## src/rtl/synapse_accumulator.sv

```systemverilog
// synapse_accumulator
// Presynaptic integration stage feeding the neuron's vpre input. Holds one
// programmable 8-bit weight per synapse, sums the weights of all spiking
// synapses over a window of WIN_LEN cycles, then publishes the sum saturated
// to 8 bits. The published value is held until the next publish.
//
// Ports:
//   clock        - rising-edge clock
//   reset        - synchronous, active-high; clears state, outputs and weights
//   enable       - run integration while high
//   spike_in     - presynaptic spikes, one bit per synapse
//   wr_en        - weight write strobe
//   wr_addr      - weight index
//   wr_data      - unsigned weight value
//   vpre         - last published window sum, saturated to 255
//   vpre_valid   - one-cycle pulse in the cycle vpre is updated
//   sat_flag     - last published window sum exceeded 255
//   window_count - number of windows published, wraps 255 -> 0
//   busy         - high while accumulating or publishing
module synapse_accumulator #(
  parameter int unsigned N_SYN   = 8,
  parameter int unsigned WIN_LEN = 16
) (
  input  logic                       clock,
  input  logic                       reset,
  input  logic                       enable,
  input  logic [N_SYN-1:0]           spike_in,
  input  logic                       wr_en,
  input  logic [$clog2(N_SYN)-1:0]   wr_addr,
  input  logic [7:0]                 wr_data,
  output logic [7:0]                 vpre,
  output logic                       vpre_valid,
  output logic                       sat_flag,
  output logic [7:0]                 window_count,
  output logic                       busy
);

  localparam int unsigned AW     = $clog2(N_SYN);
  localparam int unsigned AXW    = AW + 1;
  localparam int unsigned CW     = 8 + AW;
  localparam int unsigned ACC_W  = 16;
  localparam int unsigned SUM_W  = ACC_W + 1;
  localparam int unsigned WCNT_W = 8;

  localparam logic [WCNT_W-1:0] WCNT_LAST = WCNT_W'(WIN_LEN - 1);
  localparam logic [AXW-1:0]    ADDR_LIM  = AXW'(N_SYN);

  typedef enum logic [1:0] {
    ST_IDLE,
    ST_ACCUM,
    ST_PUBLISH
  } state_t;

  state_t state, next_state;

  logic [7:0]        weight [N_SYN];
  logic [ACC_W-1:0]  acc;
  logic [WCNT_W-1:0] wcnt;

  logic [CW-1:0]     csum;
  logic [SUM_W-1:0]  acc_sum;
  logic [ACC_W-1:0]  acc_sat;
  logic              acc_over;
  logic              wr_ok;

  // Control decoded from the FSM
  logic              do_accum;
  logic              do_publish;
  logic              do_clear;

  // Weighted sum of the synapses spiking this cycle (uses pre-write weights)
  always_comb begin
    csum = '0;
    for (int i = 0; i < N_SYN; i++) begin
      if (spike_in[i]) begin
        csum = csum + CW'(weight[i]);
      end
    end
  end

  // Accumulator add with saturation at 0xFFFF
  always_comb begin
    acc_sum  = SUM_W'(acc) + SUM_W'(csum);
    acc_sat  = acc_sum[ACC_W] ? {ACC_W{1'b1}} : acc_sum[ACC_W-1:0];
    acc_over = |acc[ACC_W-1:8];
  end

  // Writes beyond the synapse count are dropped
  always_comb begin
    wr_ok = wr_en && ({1'b0, wr_addr} < ADDR_LIM);
  end

  // State register
  always_ff @(posedge clock) begin
    if (reset) begin
      state <= ST_IDLE;
    end else begin
      state <= next_state;
    end
  end

  // Next-state and datapath control
  always_comb begin
    next_state = state;
    do_accum   = 1'b0;
    do_publish = 1'b0;
    do_clear   = 1'b0;
    case (state)
      ST_IDLE: begin
        do_clear = 1'b1;
        if (enable) begin
          next_state = ST_ACCUM;
        end
      end
      ST_ACCUM: begin
        if (!enable) begin
          // Partial window is discarded without publishing
          do_clear   = 1'b1;
          next_state = ST_IDLE;
        end else begin
          do_accum = 1'b1;
          if (wcnt == WCNT_LAST) begin
            next_state = ST_PUBLISH;
          end
        end
      end
      ST_PUBLISH: begin
        do_publish = 1'b1;
        do_clear   = 1'b1;
        next_state = enable ? ST_ACCUM : ST_IDLE;
      end
      default: begin
        do_clear   = 1'b1;
        next_state = ST_IDLE;
      end
    endcase
  end

  // Accumulator and window counter
  always_ff @(posedge clock) begin
    if (reset) begin
      acc  <= '0;
      wcnt <= '0;
    end else if (do_clear) begin
      acc  <= '0;
      wcnt <= '0;
    end else if (do_accum) begin
      acc  <= acc_sat;
      wcnt <= wcnt + WCNT_W'(1);
    end
  end

  // Weight table; writes are honoured in every state
  always_ff @(posedge clock) begin
    if (reset) begin
      for (int i = 0; i < N_SYN; i++) begin
        weight[i] <= '0;
      end
    end else if (wr_ok) begin
      weight[wr_addr] <= wr_data;
    end
  end

  // Published outputs
  always_ff @(posedge clock) begin
    if (reset) begin
      vpre         <= '0;
      vpre_valid   <= 1'b0;
      sat_flag     <= 1'b0;
      window_count <= '0;
    end else begin
      vpre_valid <= do_publish;
      if (do_publish) begin
        vpre         <= acc_over ? 8'hFF : acc[7:0];
        sat_flag     <= acc_over;
        window_count <= window_count + 8'd1;
      end
    end
  end

  // Busy is a registered decode of the upcoming state
  always_ff @(posedge clock) begin
    if (reset) begin
      busy <= 1'b0;
    end else begin
      busy <= (next_state != ST_IDLE);
    end
  end

endmodule

```

## config.mk

```make
export PLATFORM = sky130hd
export DESIGN_NAME = synapse_accumulator
export DESIGN_NICKNAME = d
export VERILOG_FILES = /design/src/rtl/synapse_accumulator.sv
export SDC_FILE = /design/constraint.sdc
export NUM_CORES = 1
export LEC_CHECK = 0
export CAP_MARGIN = 20
export CORE_MARGIN = 2
export CORE_UTILIZATION = 50
export CTS_BUF_LIST = sky130_fd_sc_hd__clkbuf_4 sky130_fd_sc_hd__clkbuf_8 sky130_fd_sc_hd__clkbuf_16
export DETAILED_ROUTE_END_ITERATION = 8
export PLACE_DENSITY = 0.68
export SYNTH_ARGS = -nofsm -noshare
export SYNTH_HDL_FRONTEND = slang
export SYNTH_SLANG_ARGS = --single-unit
```

## constraint.sdc

```tcl
create_clock -name clock -period 16.7 [get_ports clock]
set_input_delay 5.01 -clock clock [delete_from_list [all_inputs] [get_ports clock]]
set_output_delay 5.01 -clock clock [all_outputs]
set_load 0.02 [all_outputs]
```

==> metrics <==
M2 GR Usage=36.8%; most crowded layer after global routing=met2; Most used DFF post-synth=edfxtp_1; row count=46; maximum VDD drop=between 0.08 and 0.09 mV; drt total wl=18200 µm; placed cell count=approximately 1100; # hold bufs at CTS=0; post-route design area=~0.009 mm²; CTS root buffer=clkbuf_16; Yosys top cell area share=a little under a quarter; Horiz. Die Dim=approximately 130 µm; DR vias=6200; CTS HTree Levels=3; Worst-path clk slew=80 ps; fin. max-slew vios=0; Fin. Hold Viols=0; CTS tree=built; total track usage=~22%; global-route met1 utilization=~31%; Tot Pwr=around 1.1 mW; Post-DP Area=around 0.0087 mm²; Final Wtd Congestion=roughly 0.9; max frequency=between 0.06 and 0.07 GHz; post-synth design cell area=0.00803 mm²; most used cell along the critical path=ha_1; crit end category=flip-flop; Worst path max stage delay=670 ps; final setup margin=2000 ps; Worst R2R End=acc[12]; Seq cells post-synth=approximately 110; Mean Syn Cell Area=between 9 and 10 µm²; crit path time final=14700 ps; leakage power=between 3 and 4 nW; starting density of the core=around 50%; most common cell after layout, fill and taps aside=nor2_1; fin cells=~1100; first-pass GRT wire length=between 20000 and 30000 µm; Nets=996; n_diodes=0; outcome=complete, no violations; most frequent cells in the layout=81 x nor2_1, 76 x and2_1, 68 x ha_1, 64 x edfxtp_1, 52 x a21oi_1; First DRT Iteration DRCs=425; # Max-Cap Violations=0; crit path DAT=between 10000 and 15000 ps; Hold Path Sink=wcnt[0]; Longest Clk Path Bufs=2; antenna viol nets, final=0; Port Buf Inserts=41; Worst Skew=roughly 14 ps; Power Density=about 120 mW/mm²; clock latency on the worst-skew pair=around 360 ps; HP Start=wcnt[0]; Core Region=between 0.015 and 0.02 mm²; Yosys warning count=0; Post-synth EDFFs=64; startpoint types=primary input; hold path depth=1; Ports=42; minimum setup slack after placement=around 1700 ps; number of remaining DRC errors=0; CTS sink cnt=109; Setup Viol. Count Final=0; worst min-delay path class=reg -> reg; cell depth of the worst flop-to-flop path=47; Area contributors post-synth=edfxtp_1 24%, dfxtp_1 11%, ha_1 11%, and2_1 5.9%, xnor2_1 4.0%; CTS resizes=0; WL/cell=approximately 16 µm; max_slew headroom=~28%; crit path max fanout=12; Total Die Area=approximately 0.017 mm²; Avg Vias per Cell=5.55; final worst path period share=roughly nine tenths; Die Y=131 µm; Layout area overhead=11.3%; first-pass detailed-route iteration total=5; cts bufs inserted=9; Netlist cell types=74; RSZ-0062 raised after global routing=no; Worst-Margin Slew=roughly 1100 ps; Post-synth ARST share=0%; largest net degree at the start of global routing=32; fraction of layout cells with a size suffix above 1=approximately 7.5%; sequential-to-total area share from yosys stat=between 30% and 40%; critical path's slowest cell=clkdlybuf4s50_1; global route overflow=0; crit path kind=in -> reg; reg-to-reg startpoint=weight[0][0]; net count after synthesis=961; Post-CTS Setup Repair Bufs=0; initial antenna violation count=0; met3 usage=3.05%; number of global-route vias before repair=slightly below 6000; cells after synthesis=862; Post-DP HPWL=between 10000 and 15000 µm; Data required, critical path=between 15000 and 20000 ps; Setup Total Neg Slack=0 ps; r2r setup slk=between 7000 and 8000 ps; area leader, netlist=edfxtp_1
==> worst max-delay path: cells and delay by family <==
family	cells	cell delay, ps
AOI/OAI and AO/OA	23	4100
xor gates and xnor gates	2	160
adders and majority gates	9	2790
buffers and inverters	2	720
muxes	3	870
and+or+nand+nor	9	1260
==> how the worst max path moves through the flow <==
stage,startpoint,endpoint,depth (start not counted)
5_1_grt,spike_in[0],acc[12],48
2_1_floorplan,spike_in[0],acc[10],47
3_3_place_gp,spike_in[0],acc[11],47
4_1_cts,spike_in[0],acc[4],47
6_report,spike_in[0],acc[12],48
3_5_place_dp,spike_in[0],acc[11],47
==> cell usage after synthesis (3+ instances only) <==
| library cell | number |
|---|---|
| o2bb2ai_1 | 4 |
| o31a_1 | 10 |
| or2_2 | 14 |
| o211ai_1 | 6 |
| or3_1 | 5 |
| nor4_1 | 3 |
| nand4_1 | 5 |
| nand3b_1 | 6 |
| mux2_2 | 19 |
| clkbuf_1 | 16 |
| mux2i_1 | 9 |
| nand2_1 | 40 |
| a211o_1 | 3 |
| o31ai_2 | 3 |
| a21boi_0 | 5 |
| a211oi_1 | 16 |
| o31ai_1 | 5 |
| nand3_1 | 17 |
| dfxtp_1 | 45 |
| nand2b_1 | 8 |
| inv_1 | 46 |
| nor2_1 | 81 |
| o21ai_0 | 38 |
| and3_1 | 4 |
| xnor2_1 | 37 |
| o21a_1 | 20 |
| and2_1 | 76 |
| a21o_1 | 13 |
| o21ai_1 | 9 |
| ha_1 | 68 |
| xor2_1 | 17 |
| a21oi_1 | 52 |
| a31oi_1 | 5 |
| edfxtp_1 | 64 |
| nor3_1 | 20 |
| o21bai_1 | 15 |
| nor2b_1 | 11 |
| fa_1 | 8 |
==> metrics by stage <==
stage               util, %  hold slack [ps]
global placement       54.9              435
finish                 56.7              457
floorplan                 -              418
detailed placement     54.9              445
CTS                    56.7              464
global route           56.7              514
==> logic make-up after synthesis <==
| group | share of synthesized area, % |
|---|---|
| xor gates and xnor gates | 6.39 |
| AOI/OAI and AO/OA | 19.6 |
| buffers and inverters | 3.19 |
| muxes | 3.78 |
| and+or+nand+nor | 19.3 |
| DFF | 35.1 |
| adders and majority gates | 12.6 |
==> per-layer routing <==
metal	share of wire [%]	vias up
li1	-	3189
met1	49	2876
met2	46	114
met3	3.3	21
met4	1.9	0
met5	0	-
==> where the power goes <==
| group | leakage (nW) | switching (mW) | internal [mW] |
|---|---|---|---|
| logic | 2.42 | 0.325 | 0.261 |
| clock network | 0.143 | 0.107 | 0.105 |
| registers | 0.977 | 0.00702 | 0.297 |
==> state kept, by name, summed over array words and instances (netlist names) <==
signal,flops
vpre,8
busy,1
wcnt,8
vpre_valid,1
sat_flag,1
state,2
weight,64
acc,16
window_count,8
==> layout make-up <==
class | count | area (µm²)
clock buffers | 9 | 225
fillers | 1418 | 6830
inverters | 48 | 180
repair buffers | 43 | 425
flip-flops and latches | 109 | 2820
clock inverters | 7 | 66.3
multi-input cells | 686 | 4950
well taps | 216 | 270
Power figures use the tool's default switching activity.
